$ cat src/rtl/ws2811_pkg.sv
// ws2811_pkg: shared types, constants and channel scaling for the WS2811 frame sequencer
package ws2811_pkg;
  localparam int WS2811_LATCH_US = 50;
  typedef enum logic [2:0] {IDLE, FETCH, ROMWAIT, SEND, ACK, DONE, LATCH} state_t;
  typedef struct packed {
    logic [7:0] g;
    logic [7:0] r;
    logic [7:0] b;
  } pixel_t;
  function automatic logic [7:0] scale8(input logic [7:0] c, input logic [7:0] k);
    return 8'((16'(c) * (16'(k) + 16'd1)) >> 8);
  endfunction
endpackage

$ cat src/rtl/ws2811_pixel_scaler.sv
// ws2811_pixel_scaler: applies global brightness to all three GRB channels
module ws2811_pixel_scaler
  import ws2811_pkg::*;
(
  input  pixel_t     i_pixel,
  input  logic [7:0] i_brightness,
  output pixel_t     o_pixel
);
  always_comb begin
    o_pixel.g = scale8(i_pixel.g, i_brightness);
    o_pixel.r = scale8(i_pixel.r, i_brightness);
    o_pixel.b = scale8(i_pixel.b, i_brightness);
  end
endmodule

$ cat src/rtl/ws2811_frame_sequencer.sv
// ws2811_frame_sequencer: ticks frames of rotating ROM pixels out to a WS2811 transmitter
module ws2811_frame_sequencer
  import ws2811_pkg::*;
#(
  parameter int UNITS_NUMBER          = 100,
  parameter int PATTERN_PIXELS_NUMBER = 128,
  parameter int CLOCK_SPEED           = 50_000_000,
  parameter int UPDATES_PER_SECOND    = 20,
  parameter int LATCH_CYCLES          = CLOCK_SPEED / 1_000_000 * WS2811_LATCH_US,
  parameter int ADDR_W                = $clog2(PATTERN_PIXELS_NUMBER)
) (
  input  logic              clkIN,
  input  logic              nResetIN,
  input  logic              enableIN,
  input  logic              directionIN,
  input  logic [7:0]        stepIN,
  input  logic [7:0]        brightnessIN,
  output logic [ADDR_W-1:0] romAddressOUT,
  input  logic [23:0]       romDataIN,
  output logic              txStartOUT,
  output logic [23:0]       txDataOUT,
  input  logic              txBusyIN,
  output logic              busyOUT,
  output logic              frameDoneOUT,
  output logic              overrunOUT
);
  localparam int TICK_CYCLES = CLOCK_SPEED / UPDATES_PER_SECOND;
  localparam int N  = PATTERN_PIXELS_NUMBER;
  localparam int TW = $clog2(TICK_CYCLES + 1);
  localparam int IW = $clog2(UNITS_NUMBER + 1);
  localparam int LW = $clog2(LATCH_CYCLES + 1);
  state_t            r_state;
  logic [TW-1:0]     r_tick;
  logic [IW-1:0]     r_index;
  logic [LW-1:0]     r_latch;
  logic [ADDR_W-1:0] r_base;
  logic              w_tick;
  logic [31:0]       w_step, w_fwd, w_back;
  logic [ADDR_W-1:0] w_next_base, w_next_addr;
  pixel_t            w_scaled;
  ws2811_pixel_scaler u_scaler (
    .i_pixel      (romDataIN),
    .i_brightness (brightnessIN),
    .o_pixel      (w_scaled)
  );
  // both wraps use compare-and-subtract so any pattern depth works
  always_comb begin
    w_tick      = 32'(r_tick) == TICK_CYCLES - 1;
    w_step      = 32'(stepIN) % N;
    w_fwd       = 32'(r_base) + w_step;
    w_back      = 32'(r_base) + N - w_step;
    w_next_base = ADDR_W'(directionIN ? (w_back >= N ? w_back - N : w_back)
                                      : (w_fwd >= N ? w_fwd - N : w_fwd));
    w_next_addr = 32'(romAddressOUT) == N - 1 ? '0 : romAddressOUT + 1'b1;
  end
  always_ff @(posedge clkIN) begin
    if (!nResetIN) begin
      r_state       <= IDLE;
      r_tick        <= '0;
      r_index       <= '0;
      r_latch       <= '0;
      r_base        <= '0;
      romAddressOUT <= '0;
      txStartOUT    <= 1'b0;
      txDataOUT     <= '0;
      busyOUT       <= 1'b0;
      frameDoneOUT  <= 1'b0;
      overrunOUT    <= 1'b0;
    end else begin
      r_tick       <= w_tick ? '0 : r_tick + 1'b1;
      txStartOUT   <= 1'b0;
      frameDoneOUT <= 1'b0;
      overrunOUT   <= w_tick && busyOUT;
      case (r_state)
        IDLE: if (w_tick && enableIN) begin
          r_index       <= '0;
          busyOUT       <= 1'b1;
          romAddressOUT <= r_base;
          r_state       <= FETCH;
        end
        FETCH: r_state <= ROMWAIT;
        ROMWAIT: begin
          txDataOUT <= w_scaled;
          r_state   <= SEND;
        end
        SEND: if (!txBusyIN) begin
          txStartOUT <= 1'b1;
          r_state    <= ACK;
        end
        ACK: if (txBusyIN) r_state <= DONE;
        DONE: if (!txBusyIN) begin
          r_index <= r_index + 1'b1;
          if (32'(r_index) == UNITS_NUMBER - 1) begin
            r_latch <= '0;
            r_state <= LATCH;
          end else begin
            romAddressOUT <= w_next_addr;
            r_state       <= FETCH;
          end
        end
        LATCH: if (32'(r_latch) == LATCH_CYCLES - 1) begin
          frameDoneOUT <= 1'b1;
          busyOUT      <= 1'b0;
          r_base       <= w_next_base;
          r_state      <= IDLE;
        end else r_latch <= r_latch + 1'b1;
        default: r_state <= IDLE;
      endcase
    end
  end
endmodule

$ cat config.mk
export PLATFORM = sky130hd
export DESIGN_NAME = ws2811_frame_sequencer
export DESIGN_NICKNAME = d
export VERILOG_FILES = /design/src/rtl/ws2811_pkg.sv /design/src/rtl/ws2811_pixel_scaler.sv /design/src/rtl/ws2811_frame_sequencer.sv
export SDC_FILE = /design/constraint.sdc
export NUM_CORES = 1
export LEC_CHECK = 0
export ABC_AREA = 1
export CORE_UTILIZATION = 57
export CTS_BUF_LIST = sky130_fd_sc_hd__clkbuf_2 sky130_fd_sc_hd__clkbuf_4 sky130_fd_sc_hd__clkbuf_8
export CTS_CLUSTER_SIZE = 8
export DETAILED_ROUTE_END_ITERATION = 16
export HOLD_SLACK_MARGIN = 0.02
export PLACE_DENSITY_LB_ADDON = 0.15
export SLEW_MARGIN = 40
export SYNTH_ARGS = -nofsm -noshare
export SYNTH_HDL_FRONTEND = slang
export SYNTH_SLANG_ARGS = --single-unit
$ cat constraint.sdc
create_clock -name clkIN -period 5.86 [get_ports clkIN]
set_input_delay 1.465 -clock clkIN [delete_from_list [all_inputs] [get_ports clkIN]]
set_output_delay 1.465 -clock clkIN [all_outputs]
set_load 0.05 [all_outputs]
======== Yosys cells after proc, flatten, opt, wreduce, memory -nomap -nowiden ========
Cells that the tools add are included.
cells by class
  multipliers ............................. 3
  add/sub/neg operators ................... 10
  bitwise gates (word level) .............. 1
  multiplexer cells ....................... 27
  eq/ne operators ......................... 18
  reductions and logical operators ........ 15
  magnitude comparators ................... 2
operators by type and width
  cell                   count
  $mux 7                 9
  $mux 12                3
  $ge 32x8->1 const B    1
  $mul 8x16->16          2
  $pmux 7 s2             2
  $pmux 12 s2            1
  $add 22x1->22 const B  1
  $eq 22x22->1 const B   1
  $pmux 3 s7             1
  $mux 3                 6
  $mul 8x9->16           1
  $ne 2x2->1 const B     8
  $add 7x1->7 const B    2
  $eq 7x7->1 const B     2
  $sub 7x1->7 const B    2
  $add 12x1->12 const B  1
  $eq 12x12->1 const B   1
  $sub 9x7->10           1
  $add 7x8->9 const B    1
  $add 8x1->9 const B    1
  $eq 3x3->1 const B     3
  $add 7x7->8            1
  $ge 8x8->1 const B     1
  $reduce_and 4->1       2
  12 further kinds       22
storage, ports and cells
  bits of input ports ..................... 45
  bits in registers ....................... 86
  logic and storage cells ................. 87

======== Logic depth before layout (Yosys ltp) ========
  word-level depth ........................ 5
  mapped depth ............................ 27
  gate-level depth less buffers ........... 26

======== Cells and area by module ========
A second synthesis with hierarchy kept.
unflattened totals
  cells, all modules ...................... 1680
  area, all modules ....................... 11553.6 um^2
modules (own cells, without submodules)
  module                  sequential area each (um^2)  area each (um^2)  times used  cells each
  ws2811_pixel_scaler     0.0                          6984.2            1           1025
  ws2811_frame_sequencer  1721.7                       4569.4            1           655

======== Worst setup path before layout ========
OpenSTA, ideal clock, no wires.
  path kind ............................... input-to-reg
  start ................................... in brightnessIN[0]
  end ..................................... reg txDataOUT[22]
  path buffers ............................ 2
  arrival time ............................ 5673 ps
  setup slack ............................. 78 ps
  setup time .............................. 109 ps
  data required time ...................... 5751 ps
  stages on the path ...................... 25
  cells stage by stage .................... ha_1 > nand2_1 > nor2_2 > nand2_1 > o21ai_1 > and2_1 > buf_4 > inv_2 > buf_6 > nor2_1 > fa_1 > fa_1 > fa_1 > inv_1 > fa_1 > inv_1 > ha_1 > a21oi_1 > o21ai_0 > a21oi_1 > nand2_1 > nand2_1 > nand3_1 > nand2_1 > inv_1
between the ends
  word-level cells in the longest chain between the ends .. 2
RTL lines
  item                  RTL line                      text
  start, declared       ws2811_frame_sequencer.sv:17  input logic [7:0] brightnessIN,
  $add 8x1->9           ws2811_pkg.sv:11              return 8'((16'(c) * (16'(k) + 16'd1)) >> 8);
  $mul 8x9->16          ws2811_pkg.sv:11
  end signal, assigned  ws2811_frame_sequencer.sv:83  txDataOUT <= w_scaled;
  end, declared         ws2811_frame_sequencer.sv:21  output logic [23:0] txDataOUT,
No other way between the ends.
A chain may end at the register's enable or synchronous reset.

======== Final worst setup path ========
  start ................................... in brightnessIN[1]
  end ..................................... reg txDataOUT[4]
between the ends
  word-level cells in the longest chain between the ends .. 2
RTL lines
  item           RTL line
  $add 8x1->9    ws2811_pkg.sv:11
  $mul 8x16->16  ws2811_pkg.sv:11
No other way between the ends.

==> reports/results.tsv <==
metric	value	unit
status	finished clean	
reg2reg_depth	9	
finalInstanceArea	14300	sq um
setup_ws	0.191	ns
end_kind	register	
crit_cells	22	
drtPass1Iterations	5	
path_delay_family	adder cells	
maxSlewHeadroom	0.467	
antenna_cells	0	
synth_fp_nets	1955	
slew_violations	0	
portBuffers	78	
critPathBufInv	7	
drt-initial-drc-count	467	
min_delay_path_depth	1	
synth-edff-count	0	
synth-seq-cells	86	
async_flop_share	0	
grt-ovfl-total	0	
fin_util	0.726	
start_kind	input pin	
worst_pin_slew	0.798	ns
synth.avg_cell_area	6.91	sq um
vias	11000	
crit_required	6.16	ns
layout-drive-gt1-share	0.145	
worst_ir_drop_vdd	0.400	mV
grt_start_max_net_pins	29	
fin_crit	5.67	ns
timing.final.crit_share	0.967	
track_usage	0.286	
cts_tree	built	
setup_viol	0	
crit_chain	dlygate4sd2_1 -> ha_2 -> buf_4 -> xor2_1 -> inv_1 -> buf_12 -> buf_4 -> nor2_1 -> fa_1 -> fa_1 -> fa_1 -> inv_1 -> fa_1 -> inv_1 -> ha_4 -> nand2_4 -> nor2_4 -> nand4_1 -> nor2_1 -> nor2_1 -> or2_0 -> a21oi_1	
topRoutingLayerUsed	met4	
clock-root-buffer	clkbuf_8	
yosys_warnings	0	
syn_inst	1675	
drc	0	
grt_setup_unrepaired	no	
pwr_density_cell	362	nW/um^2
yosysSeqAreaShare	0.149	
antenna_left	0	
grt_pass1_vias	10800	
leakagePower	0.00727	uW
max_stage_delay	0.54	ns
maxCapViolations	0	
hold_class	reg -> reg	
clock-sinks	86	
htree_num_levels	3	
cp.arrival	5.97	ns
place.gp.congestion	0.897	
syn2layout_area_growth	23.6	%
fp.coreArea	19700	sq um
hold_viol	0	
hpwl	23000	um
syn_area	11600	sq um
clock.fmax	0.176	GHz
wl_per_cell	13.5	um
routed_wl	28700	um
postCtsHoldBufs	0	
cp_max_fo	8	
antenna_found_initial	0	
postPlaceCellArea	13500	sq um
dieArea	20900	sq um
start_util	0.587	
critical_path.slowest_cell	fa_1	
met1Wirelength	12500	um
clock_latency	0.37	ns
totalNegativeSetupSlack	0	ns
ios	80	
worstSetupPathType	in -> reg	
clk_pin_slew	0.09	ns
dieWidth	145	um
die_h	145	um
fp-row-count	51	
layout.nets	2137	
cts_buffers	9	
wl_met3	1210	um
cts_buffer_depth	2	
ys.flop_type	dfxtp_1	
dp_slack	-0.738	ns
crit_top_cell	fa_1	
synth_cell_types	44	
grt_pass1_wl	47600	um
drt-vias-per-instance	5.17	
met2WireLength	14300	um
fin_worst_skew	0.00992	ns
-- stage by stage --
step / power (uW) / hold slack (ns) / instances
after floorplan: 2870 / 0.418 / 1675
after global placement: 3930 / 0.429 / 2103
after detailed placement: 4010 / 0.439 / 2104
after CTS: 4770 / 0.455 / 2124
after global routing: 5650 / 0.476 / 2127
final: 5180 / 0.453 / 2127
-- layout by cell type (no fill, tap or decap), types with 9 or more instances in the layout --
| cell type | instances |
|---|---|
| ha_4 | 18 |
| fa_1 | 120 |
| a21oi_1 | 70 |
| nand3_1 | 81 |
| o21ai_0 | 32 |
| dfxtp_1 | 86 |
| xor2_1 | 32 |
| inv_2 | 15 |
| nor2_1 | 247 |
| o21a_1 | 14 |
| o21bai_1 | 10 |
| nand2_2 | 11 |
| nand4_1 | 24 |
| inv_1 | 311 |
| nor2_4 | 12 |
| ha_1 | 92 |
| nor3_1 | 10 |
| nor2_2 | 19 |
| buf_4 | 115 |
| clkbuf_8 | 9 |
| a21oi_2 | 10 |
| nand2_1 | 345 |
| clkdlybuf4s50_1 | 73 |
-- layer usage --
metal  up-vias  GRT usage
met4         0     0.0803
met2       241      0.520
met1      5184      0.346
met5         -          0
li1       5522          -
met3        45     0.0440
-- final cells by class --
class,instances,area (sq um)
inverter,330,1250
tap,265,332
fill,1588,5410
clock buffer,9,124
timing repair buffer,202,1780
multi-input combinational,1228,9010
sequential,86,1720
clock inverter,7,96.3
-- final timing paths --
path | from | endpoint | slack, ns
worst min register to register | r_tick[0]$_SDFF_PP0_ | r_tick[0]$_SDFF_PP0_ | 0.45
worst min-delay path | r_tick[0]$_SDFF_PP0_ | r_tick[0]$_SDFF_PP0_ | 0.45
worst max-delay path | brightnessIN[1] | txDataOUT[4]$_SDFFE_PN0P_ | 0.19
worst max register to register | r_state[2]$_SDFFE_PN0P_ | r_latch[1]$_SDFFE_PN0P_ | 3.77
-- registers in the layout, summed over array words and instances, names as in the netlist --
signal and cells:
r_latch 12, txDataOUT 24, r_tick 22, r_state 3
overrunOUT 1, r_index 7, romAddressOUT 7, busyOUT 1
frameDoneOUT 1, r_base 7, txStartOUT 1
-- cell usage after synthesis, types with 14 or more instances --
cell type | number | area (sq um)
o21a_1 | 14 | 105
nand4_1 | 24 | 150
a21oi_1 | 82 | 410
ha_1 | 113 | 1410
nand3_1 | 81 | 405
xor2_1 | 32 | 280
fa_1 | 122 | 2440
inv_1 | 320 | 1200
o21ai_0 | 38 | 190
nor2_1 | 270 | 1010
nand2_1 | 361 | 1360
clkbuf_1 | 15 | 56.3
dfxtp_1 | 86 | 1720
-- kinds of logic (layout without fill, tap and decap cells) --
logic type | Yosys count | count (layout) | share of synthesized area
compound gates | 159 | 159 | 0.0765
xor+xnor | 40 | 40 | 0.0303
fa+ha+maj | 235 | 235 | 0.333
buf+inv | 361 | 548 | 0.121
flops | 86 | 86 | 0.149
simple gates | 794 | 794 | 0.290
-- repair_timing --
item                       CTS  global route
gates resized for setup     48            87
pin swaps                   18            59
setup endpoints to repair   24            24
gates cloned                 0             0
setup buffers                4             3
-- power by group --
part	switching, uW	internal (uW)	total, uW
clock network	223	242	465
registers	68.3	670	738
logic	2270	1700	3970
total	2560	2620	5180
Power figures use the tool's default switching activity.
